## src/rtl/timer_cfg_seq_if.sv

```systemverilog
// Config handshake between the register block (master) and the timer config sequencer (slave).
// Latency: none, wires only; backpressure: the master holds cfg_req and data until cfg_ready.
interface timer_cfg_seq_if #(
    parameter int DIV_W = 4
);
    logic             cfg_req;
    logic             cfg_timer_en;
    logic             cfg_div_en;
    logic [DIV_W-1:0] cfg_div_val;
    logic             cfg_ready;
    logic             cfg_done;
    logic             cfg_err;

    modport master (
        output cfg_req, cfg_timer_en, cfg_div_en, cfg_div_val,
        input  cfg_ready, cfg_done, cfg_err
    );

    modport slave (
        input  cfg_req, cfg_timer_en, cfg_div_en, cfg_div_val,
        output cfg_ready, cfg_done, cfg_err
    );
endinterface

```

## src/rtl/timer_cfg_seq.sv

```systemverilog
// Sequences timer/divider config updates into the prescaler and owns the debug halt request.
// Latency: 1 cycle fast/reject, SETTLE_CYC+2 on divider change; backpressure: cfg_ready low outside IDLE or while halted.
module timer_cfg_seq #(
    parameter int DIV_W      = 4,
    parameter int MAX_DIV    = 8,
    parameter int SETTLE_CYC = 1
) (
    input  logic             sys_clk,
    input  logic             sys_rst,
    input  logic             dbg_mode,
    input  logic             halt_req,
    input  logic             halt_ack,
    timer_cfg_seq_if.slave   cfg,
    output logic             timer_en,
    output logic             div_en,
    output logic [DIV_W-1:0] div_val,
    output logic             halt_reg,
    output logic             halted
);
    typedef enum logic [1:0] {IDLE, DRAIN, APPLY, RESUME} state_t;

    localparam logic [DIV_W-1:0] MAX_DIV_C   = DIV_W'(MAX_DIV);
    localparam logic [3:0]       SETTLE_LAST = 4'(SETTLE_CYC - 1);

    state_t           state_q, state_d;
    logic [3:0]       cnt_q, cnt_d;
    logic             timer_en_q, timer_en_d;
    logic             div_en_q, div_en_d;
    logic [DIV_W-1:0] div_val_q, div_val_d;
    logic             halt_reg_q, halt_reg_d;
    logic             cfg_done_q, cfg_done_d;
    logic             cfg_err_q, cfg_err_d;
    logic             halted_q;
    logic             sh_timer_en_q, sh_timer_en_d;
    logic             sh_div_en_q, sh_div_en_d;
    logic [DIV_W-1:0] sh_div_val_q, sh_div_val_d;

    logic cfg_ready;
    logic xfer;
    logic halt_cond;
    logic same_div;

    assign cfg_ready = (state_q == IDLE) & ~halt_reg_q;
    assign xfer      = cfg.cfg_req & cfg_ready;
    assign halt_cond = dbg_mode & halt_req;
    assign same_div  = (cfg.cfg_div_en == div_en_q) & (cfg.cfg_div_val == div_val_q);

    always_comb begin
        state_d       = state_q;
        cnt_d         = cnt_q;
        timer_en_d    = timer_en_q;
        div_en_d      = div_en_q;
        div_val_d     = div_val_q;
        halt_reg_d    = halt_reg_q;
        cfg_done_d    = 1'b0;
        cfg_err_d     = 1'b0;
        sh_timer_en_d = sh_timer_en_q;
        sh_div_en_d   = sh_div_en_q;
        sh_div_val_d  = sh_div_val_q;

        case (state_q)
            IDLE: begin
                if (xfer) begin
                    if (cfg.cfg_div_val > MAX_DIV_C) begin
                        cfg_err_d = 1'b1;
                    end else if (!timer_en_q || same_div) begin
                        timer_en_d = cfg.cfg_timer_en;
                        div_en_d   = cfg.cfg_div_en;
                        div_val_d  = cfg.cfg_div_val;
                        cfg_done_d = 1'b1;
                    end else begin
                        sh_timer_en_d = cfg.cfg_timer_en;
                        sh_div_en_d   = cfg.cfg_div_en;
                        sh_div_val_d  = cfg.cfg_div_val;
                        timer_en_d    = 1'b0;
                        cnt_d         = 4'd0;
                        state_d       = DRAIN;
                    end
                end else begin
                    // A same-cycle cfg transfer takes priority; halt is picked up later.
                    halt_reg_d = halt_cond;
                end
            end
            DRAIN: begin
                if (cnt_q == SETTLE_LAST) begin
                    div_en_d  = sh_div_en_q;
                    div_val_d = sh_div_val_q;
                    state_d   = APPLY;
                end else begin
                    cnt_d = cnt_q + 4'd1;
                end
            end
            APPLY: begin
                timer_en_d = sh_timer_en_q;
                cfg_done_d = 1'b1;
                state_d    = RESUME;
            end
            RESUME: begin
                // Deferred halt lands as the sequence hands back to IDLE.
                halt_reg_d = halt_cond;
                state_d    = IDLE;
            end
            default: state_d = IDLE;
        endcase
    end

    always_ff @(posedge sys_clk or posedge sys_rst) begin
        if (sys_rst) begin
            state_q       <= IDLE;
            cnt_q         <= 4'd0;
            timer_en_q    <= 1'b0;
            div_en_q      <= 1'b0;
            div_val_q     <= '0;
            halt_reg_q    <= 1'b0;
            cfg_done_q    <= 1'b0;
            cfg_err_q     <= 1'b0;
            halted_q      <= 1'b0;
            sh_timer_en_q <= 1'b0;
            sh_div_en_q   <= 1'b0;
            sh_div_val_q  <= '0;
        end else begin
            state_q       <= state_d;
            cnt_q         <= cnt_d;
            timer_en_q    <= timer_en_d;
            div_en_q      <= div_en_d;
            div_val_q     <= div_val_d;
            halt_reg_q    <= halt_reg_d;
            cfg_done_q    <= cfg_done_d;
            cfg_err_q     <= cfg_err_d;
            halted_q      <= halt_ack;
            sh_timer_en_q <= sh_timer_en_d;
            sh_div_en_q   <= sh_div_en_d;
            sh_div_val_q  <= sh_div_val_d;
        end
    end

    assign cfg.cfg_ready = cfg_ready;
    assign cfg.cfg_done  = cfg_done_q;
    assign cfg.cfg_err   = cfg_err_q;
    assign timer_en      = timer_en_q;
    assign div_en        = div_en_q;
    assign div_val       = div_val_q;
    assign halt_reg      = halt_reg_q;
    assign halted        = halted_q;
endmodule

```

## src/flat_wrapper.sv

```systemverilog
// flat-port wrapper written by rule: the top's interface ports become plain ports
module timer_cfg_seq_flat 
#(
    parameter int DIV_W      = 4,
    parameter int MAX_DIV    = 8,
    parameter int SETTLE_CYC = 1
)
  (sys_clk, sys_rst, dbg_mode, halt_req, halt_ack, timer_en, div_en, div_val, halt_reg, halted, cfg_cfg_req, cfg_cfg_timer_en, cfg_cfg_div_en, cfg_cfg_div_val, cfg_cfg_ready, cfg_cfg_done, cfg_cfg_err);
  timer_cfg_seq_if #(.DIV_W(DIV_W)) cfg_i ();
  input  logic sys_clk;
  input  logic sys_rst;
  input  logic dbg_mode;
  input  logic halt_req;
  input  logic halt_ack;
  output logic timer_en;
  output logic div_en;
  output logic [DIV_W-1:0] div_val;
  output logic halt_reg;
  output logic halted;
  input wire logic [$bits(cfg_i.cfg_req)-1:0] cfg_cfg_req;
  input wire logic [$bits(cfg_i.cfg_timer_en)-1:0] cfg_cfg_timer_en;
  input wire logic [$bits(cfg_i.cfg_div_en)-1:0] cfg_cfg_div_en;
  input wire logic [$bits(cfg_i.cfg_div_val)-1:0] cfg_cfg_div_val;
  output wire logic [$bits(cfg_i.cfg_ready)-1:0] cfg_cfg_ready;
  output wire logic [$bits(cfg_i.cfg_done)-1:0] cfg_cfg_done;
  output wire logic [$bits(cfg_i.cfg_err)-1:0] cfg_cfg_err;
  assign cfg_i.cfg_req = cfg_cfg_req;
  assign cfg_i.cfg_timer_en = cfg_cfg_timer_en;
  assign cfg_i.cfg_div_en = cfg_cfg_div_en;
  assign cfg_i.cfg_div_val = cfg_cfg_div_val;
  assign cfg_cfg_ready = cfg_i.cfg_ready;
  assign cfg_cfg_done = cfg_i.cfg_done;
  assign cfg_cfg_err = cfg_i.cfg_err;
  timer_cfg_seq #(.DIV_W(DIV_W), .MAX_DIV(MAX_DIV), .SETTLE_CYC(SETTLE_CYC)) u_core (.sys_clk(sys_clk), .sys_rst(sys_rst), .dbg_mode(dbg_mode), .halt_req(halt_req), .halt_ack(halt_ack), .cfg(cfg_i), .timer_en(timer_en), .div_en(div_en), .div_val(div_val), .halt_reg(halt_reg), .halted(halted));
endmodule
```

## config.mk

```make
export PLATFORM = sky130hd
export DESIGN_NAME = timer_cfg_seq_flat
export DESIGN_NICKNAME = d
export VERILOG_FILES = /design/src/rtl/timer_cfg_seq_if.sv /design/src/rtl/timer_cfg_seq.sv /design/src/flat_wrapper.sv
export SDC_FILE = /design/constraint.sdc
export NUM_CORES = 1
export LEC_CHECK = 0
export CORE_ASPECT_RATIO = 0.8
export CORE_MARGIN = 3
export CORE_UTILIZATION = 50
export CTS_BUF_LIST = sky130_fd_sc_hd__clkbuf_16
export DETAILED_ROUTE_END_ITERATION = 12
export PLACE_DENSITY = 0.83
export SLEW_MARGIN = 20
export SYNTH_ARGS = -nofsm -noshare
export SYNTH_HDL_FRONTEND = slang
export SYNTH_SLANG_ARGS = --single-unit
```

## constraint.sdc

```tcl
create_clock -name sys_clk -period 2.54 [get_ports sys_clk]
set_input_delay 0.508 -clock sys_clk [delete_from_list [all_inputs] [get_ports sys_clk]]
set_output_delay 0.508 -clock sys_clk [all_outputs]
set_load 0.02 [all_outputs]
```

=== Yosys cells after proc, flatten, opt, wreduce, memory -nomap -nowiden ===
Cells that the tools add are included.

* Flip-flop bits (word level): 22
* Bits in latches: 0
* Bits in writable memories: 0
* Memory bits (read-only): 0
* Input bits: 12
* Output and inout port bits: 11
* Word-level logic and storage cells: 79
* Memories kept: 0

* Add/subtract/negate cells: 1
* Multipliers: 0
* Divide/modulo/power cells: 0
* Order comparisons: 1
* Equality and inequality tests: 12
* Shift operators: 0
* Multiplexer cells: 33
* Bitwise logic cells: 7
* Reduce and logical (&&, ||, !) cells: 13

{| class="wikitable"
|+ Operators with widths
! operator !! number
|-
| $mux W4 || 8
|-
| $pmux W4 S2 || 2
|-
| $mux W1 || 14
|-
| $ne A2 B2 Y1 const B || 5
|-
| $reduce_and A5 Y1 || 2
|-
| $mux W2 || 4
|-
| $pmux W1 S2 || 4
|-
| $pmux W2 S4 || 1
|-
| $reduce_and A4 Y1 || 2
|-
| $reduce_bool A2 Y1 || 3
|-
| $add A4 B1 Y4 const B || 1
|-
| $and A1 B1 Y1 || 4
|-
| $eq A2 B2 Y1 const B || 2
|-
| $eq A4 B4 Y1 || 1
|-
| $gt A4 B4 Y1 const B || 1
|-
| $logic_not A4 Y1 || 1
|-
| $ne A2 B1 Y1 const B || 2
|-
| $not A1 Y1 || 3
|-
| $reduce_and A3 Y1 || 1
|-
| $eq A2 B1 Y1 const B || 1
|-
| $logic_not A2 Y1 || 1
|-
| $reduce_and A2 Y1 || 1
|-
| $eq A1 B1 Y1 || 1
|-
| $logic_not A1 Y1 || 1
|-
| $logic_or A1 B1 Y1 || 1
|}

=== Longest topological paths before layout ===
Gate-level depths: netlist (run 1).

* Depth after elaboration: 7
* Depth in mapped cells: 7
* Depth with buffers taken out: 7

=== Least setup slack after synthesis (run 1) ===
No wires, ideal clock.

* Path kind: reg-to-reg
* Start point: register u_core.state_q[1]
* End point: register u_core.div_val_q[1] (netlist: u_core.div_val[1])
* Library setup time: 125 ps
* Arrival time: 1632 ps
* Required time: 2415 ps
* Setup slack: 783 ps
* Stages on the path, launching flop included: 7
* Buffers on the path: 2
* Cells stage by stage: dfrtp_1 > inv_1 > ha_1 > buf_2 > clkbuf_1 > mux2_2 > mux2_2

* Word-level cells in the longest chain between the ends: 5
* Elaborated cells on any way between the ends: 11
* Classes of those cells: eq/ne: 5; mux: 1; bitwise: 2; reduce/logical: 3

{| class="wikitable"
|+ RTL lines
! element !! line !! text
|-
| from (decl) || timer_cfg_seq.sv:25 || <nowiki>state_t state_q, state_d;</nowiki>
|-
| from (signal assigned) || timer_cfg_seq.sv:122 || <nowiki>state_q <= state_d;</nowiki>
|-
| $logic_not A2 Y1 || timer_cfg_seq.sv:43, timer_cfg_seq.sv:61 ||
|-
| $and A1 B1 Y1 || timer_cfg_seq.sv:43 || <nowiki>assign cfg_ready = (state_q == IDLE) & ~halt_reg_q;</nowiki>
|-
| $and A1 B1 Y1 || timer_cfg_seq.sv:44 || <nowiki>assign xfer = cfg.cfg_req & cfg_ready;</nowiki>
|-
| $ne A2 B1 Y1 (no line) || -- ||
|-
| $reduce_and A5 Y1 (no line) || -- ||
|-
| to (signal assigned) || timer_cfg_seq.sv:126 || <nowiki>div_val_q <= div_val_d;</nowiki>
|-
| to (decl) || timer_cfg_seq.sv:29 || <nowiki>logic [DIV_W-1:0] div_val_q, div_val_d;</nowiki>
|}

Parallel ways exist; a longest one is shown, timed or not.
A chain may end at the register's enable or synchronous reset.

=== Worst setup path in the final report (run 1) ===
* Start point: register u_core.state_q[0]
* End point: output port cfg_cfg_ready

* Word-level cells in the longest chain between the ends: 2

{| class="wikitable"
|+ RTL lines
! element !! line !! text
|-
| $logic_not A2 Y1 || timer_cfg_seq.sv:43 ||
|-
| $and A1 B1 Y1 || timer_cfg_seq.sv:43 ||
|-
| to (decl) || flat_wrapper.sv:24 || <nowiki>output wire logic [$bits(cfg_i.cfg_ready)-1:0] cfg_cfg_ready;</nowiki>
|}

Every way passes these cells.

==> results.cfg, run 1 <==
[power_and_ir_drop]
finalPower_mw = 2.03
p_per_area_nw_per_um2 = 1190
ir_worst_vdd_mv = 0.882
power.leakage_nw = 0.788

[critical_path]
crit_top_cell = inv_1
critPathKind = reg -> out
cp_slowest_cell = clkdlybuf4s50_1
startpoint_type = flop
cp.required_ns = 2.03
cp_max_fo = 4
path_cells = inv_1 -> ha_1 -> inv_1 -> nor2_1 -> clkdlybuf4s50_1
endpoint_kind = output port
cpPeakStageDelay_ns = 0.61
arrival_ns = 1.79

[sta]
finalMaxSlewViolations = 0
slew_headroom_pct = 70.0
setup_viol = 0
fmax_mhz = 435
tightestPinTransition_ns = 0.450
hold_violations = 0
hold_slack_ns = 0.509
fin_tns_setup_ns = 0
grt_setup_unrepaired = false
finClkSkew_ns = 0.00436
final.period_utilization_pct = 90.5
post-route-min-period_ns = 2.30

[global_route]
grt_overflow_total = 0
busiest_layer = met2
first_global_vias = 1080
grt_use_met1_pct = 22.0
grt_pass1_wl_mm = 5.02
grt_usage_pct = 20.3
met3_usage_pct = 5.40
groute.layer.met2.usage_pct = 36.6
antenna_found_initial = 0
grt_max_degree = 14

[cts]
cts.sinks = 22
cts_tree = built
cts_resized = 0
ctsHoldBuffers = 0
cts_buffers = 3
path_clk_slew_ns = 0.06
post_cts_buffers = 0
htreeDepth = 1
clockBufferDepth = 2
cts_root_buffer = clkbuf_16
clkLatencyLatePin_ns = 0.26

[finish]
nets = 167
final_layout_size_suffix_gt1_share_pct = 24.5
syn2layout_area_growth_pct = 29.9
fillers = 163
insertedDiodeCount = 0

[synthesis]
syn_area_um2 = 1310
synth_nets = 138
ys_ff_latch = 22
async_reset_ff_share_pct = 100
synth_edf_count = 0
yosysUniqueCellTypes = 37
synth_common_cells = dfrtp_1, mux2_2, nand2_1
synth_seq_area_share_pct = 42.0
synth_top_area_share_pct = 42.0
yosys_most_used_dff = dfrtp_1
yosysMostFrequentCell = dfrtp_1
synth_top_cell_by_area = dfrtp_1
ys.warnings.count = 0
synthCells = 119
syn_avg_cell_area_um2 = 11.0
yosys-top-cells-area = dfrtp_1, mux2_2, ha_1, xnor2_1, nand2_1

[route]
routed_wl_mm = 2.99
avgViaCountPerCell = 5.37
ant_nets = 0
avgRoutedWirePerCell_um = 16.5
firstDrtPassIters = 4
dr_total_vias = 972
drc = 0
drt_iter0_drc = 19

[flow_run]
drv_cap = 0

[floorplan]
die_area_um2 = 3280
row_count = 15
die_h_um = 51.8
die_w_um = 63.3
io_pins = 23
initial_utilization_pct = 56.8
core_area_um2 = 2310

[place]
dp_hpwl_mm = 2.08
place.gp.congestion = 0.760
port_buffers = 22

[outcome]
status = complete, no violations

[min_path]
min_path_type = reg -> reg
## layout by cell type (no fill, tap or decap), types with 2 or more instances in the layout
cell and instances:
nor3_1 2, nor2_1 8, a211o_1 2, dfrtp_1 22, mux2_2 17, and3_1 3
clkdlybuf4s50_1 22, inv_1 8, ha_1 7, nand3_1 2, clkbuf_16 3, buf_4 5
xnor2_1 5, nor2b_1 3, a31o_1 2, nand2_1 10, a21oi_1 4
## logic make-up (layout without fill, tap and decap cells)
family,Yosys count,count (layout),synth area share [%]
fa+ha+maj,7,7,6.68
mux,18,18,15.4
compound gates,21,21,15.2
flops,22,22,42.0
xor+xnor,5,5,3.34
buf+inv,11,39,3.34
simple gates,35,35,14.1
## per-stage QoR
stage,cells,util [%],cell area [um^2],setup slack (ns)
finish,181,73.8,1700,0.241
global route,181,73.8,1700,0.156
CTS,181,73.8,1700,0.219
detailed placement,177,69.2,1600,0.151
global placement,177,69.2,1600,0.180
floorplan,119,-,1310,0.783
## final timing paths
| check | start | to | slack [ns] | cells after the start |
|---|---|---|---|---|
| worst max-delay path | u_core.state_q[0] | cfg_cfg_ready | 0.24 | 5 |
| worst min-delay path | u_core.sh_div_en_q | u_core.sh_div_en_q | 0.51 | 1 |
| worst max register to register | u_core.state_q[1] | u_core.div_en | 0.63 | 6 |
| worst min register to register | u_core.sh_div_en_q | u_core.sh_div_en_q | 0.51 | 1 |
| max in group asynchronous | sys_rst | u_core.div_val[0] | 1.46 | 3 |
| min in group asynchronous | sys_rst | u_core.halted | 0.55 | 2 |
## critical path: cells and delay by family (launching register included)
| family | cells | cell delay [ns] |
|---|---|---|
| AND/OR/NAND/NOR | 1 | 0.08 |
| flip-flops | 1 | 0.41 |
| buffers and inverters | 3 | 0.84 |
| adder cells (fa/ha/maj) | 1 | 0.21 |
## where the power goes
part / internal, mW / leakage (nW) / switching, mW
Clock: 0.313 / 0.0511 / 0.134
Sequential: 0.481 / 0.276 / 0.103
Combinational: 0.489 / 0.461 / 0.514
Total: 1.28 / 0.788 / 0.751
## per-layer routing
metal  vias to the layer above  wire length [um]
li1                        473                 -
met1                       466              1260
met2                        21              1500
met3                        12               105
met4                         0               133
met5                         -                 0
## layout make-up
type	instances	area (um^2)	area share, %
repair buffers	27	258	15.1
clock buffers	3	75.1	4.41
multi-input cells	86	717	42.1
well taps	34	42.5	2.50
inverters	8	30.0	1.76
flip-flops and latches	22	551	32.3
clock inverters	1	30.0	1.76
Note: power is estimated with default switching activity, not from simulation.
==> run 2, diff against run 1 <==
--- a/config.mk
+++ b/config.mk
@@ -6,10 +6,10 @@
 export NUM_CORES = 1
 export LEC_CHECK = 0
 export CORE_ASPECT_RATIO = 0.8
-export CORE_MARGIN = 3
 export CORE_UTILIZATION = 50
 export CTS_BUF_LIST = sky130_fd_sc_hd__clkbuf_16
 export DETAILED_ROUTE_END_ITERATION = 12
+export GPL_TIMING_DRIVEN = 0
 export PLACE_DENSITY = 0.83
 export SLEW_MARGIN = 20
 export SYNTH_ARGS = -nofsm -noshare
==> results.cfg, run 2 (same netlist as run 1, synthesis figures left out) <==
[outcome]
status = complete, no violations

[floorplan]
io_pins = 23
die_h_um = 47.8
die_area_um2 = 2830
core_area_um2 = 2460
row_count = 16
initial_utilization_pct = 53.3
die_w_um = 59.3

[global_route]
grt_usage_pct = 22.4
grt_pass1_wl_mm = 4.38
antenna_found_initial = 0
grt_overflow_total = 0
first_global_vias = 958
grt_max_degree = 23

[critical_path]
critPathKind = reg -> out
cp_top_family = buffers and inverters
crit_top_cell = inv_1
cp_max_fo = 10
startpoint_type = flop
crit_buf_inv = 4
endpoint_kind = output port
cp.required_ns = 2.03
cp_slowest_cell = dfrtp_1
arrival_ns = 1.82
cpPeakStageDelay_ns = 0.41
path_cells = inv_1 -> ha_1 -> buf_2 -> inv_1 -> nor2_1 -> dlygate4sd2_1

[route]
drc = 0
ant_nets = 0
firstDrtPassIters = 4
avgViaCountPerCell = 5.37
routed_wl_mm = 2.75
avgRoutedWirePerCell_um = 15.2
drt_iter0_drc = 21
dr_total_vias = 972

[min_path]
min_path_type = reg -> reg

[finish]
nets = 165
final_common_cell = dfrtp_1
final_cell_mix = dfrtp_1, clkdlybuf4s50_1, mux2_2, nand2_1
insertedDiodeCount = 0
fillers = 196
final_layout_size_suffix_gt1_share_pct = 22.8
fin_cells = 181
syn2layout_area_growth_pct = 28.1

[sta]
post-route-min-period_ns = 2.32
fmax_mhz = 430
final.period_utilization_pct = 91.5
fin_tns_setup_ns = 0
slew_headroom_pct = 43.1
finalMaxSlewViolations = 0
setup_viol = 0
grt_setup_unrepaired = false
hold_violations = 0
tightestPinTransition_ns = 0.853
finClkSkew_ns = 0.00350

[cts]
clockBufferDepth = 2
htreeDepth = 1
post_cts_buffers = 0
cts_tree = built
clkLatencyLatePin_ns = 0.26
ctsHoldBuffers = 0
cts.sinks = 22
cts_root_buffer = clkbuf_16
path_clk_slew_ns = 0.06
cts_buffers = 3
cts_resized = 1

[flow_run]
drv_cap = 0

[place]
port_buffers = 22
dp_hpwl_mm = 2.05
place.gp.congestion = 0.717
dpl.cell_count = 177

[power_and_ir_drop]
ir_worst_vdd_mv = 0.767
finalPower_mw = 1.98
p_per_area_nw_per_um2 = 1180
power.leakage_nw = 0.778
## run 2: stage by stage
step                      hold slack, ns  util [%]  worst slack (ns)  cell area, um^2
after floorplan                    0.474         -             0.783             1310
after global placement             0.481      64.0             0.202             1580
final                              0.505      68.2             0.216             1680
after global routing               0.520      68.2            0.0799             1680
after detailed placement           0.492      64.0             0.133             1580
after CTS                          0.506      68.2             0.204             1680
## run 2: layout make-up
type                    instances  area, um^2  area share (%)
clock buffers                   3        75.1            4.47
repair buffers                 22         219            13.0
inverters                       8        30.0            1.79
multi-input cells              86         717            42.7
well taps                      36        45.0            2.68
clock inverters                 1        30.0            1.79
flip-flops and latches         22         551            32.8
plain buffers                   3        13.8           0.819
## run 2: final timing paths
path / from / end / slack, ns / cells past startpoint
worst max-delay path: u_core.state_q[0] / cfg_cfg_ready / 0.22 / 6
worst min-delay path: u_core.sh_div_val_q[1] / u_core.sh_div_val_q[1] / 0.51 / 1
worst max register to register: u_core.state_q[1] / u_core.div_val[1] / 0.51 / 6
worst min register to register: u_core.sh_div_val_q[1] / u_core.sh_div_val_q[1] / 0.51 / 1
max in group asynchronous: sys_rst / u_core.cnt_q[2] / 1.29 / 2
min in group asynchronous: sys_rst / u_core.halted / 0.72 / 2
## run 2: worst reg2reg max path, delay by kind of cell (launching register included)
kind                       cells  cell delay (ns)
adders and majority gates      1             0.14
buffers and inverters          3             0.72
DFF                            1             0.41
muxes                          2             0.65
## run 2: report_power, final
group | switching, mW | leakage [nW] | internal, mW
Sequential | 0.105 | 0.276 | 0.481
Clock | 0.134 | 0.0511 | 0.313
Combinational | 0.488 | 0.451 | 0.456
Total | 0.726 | 0.778 | 1.25
## run 2: layer usage
metal	GRT usage, %	part of all wire, %
met4	11.0	1.8
met3	7.03	3.1
met5	0	0
met2	38.9	50
met1	25.8	45
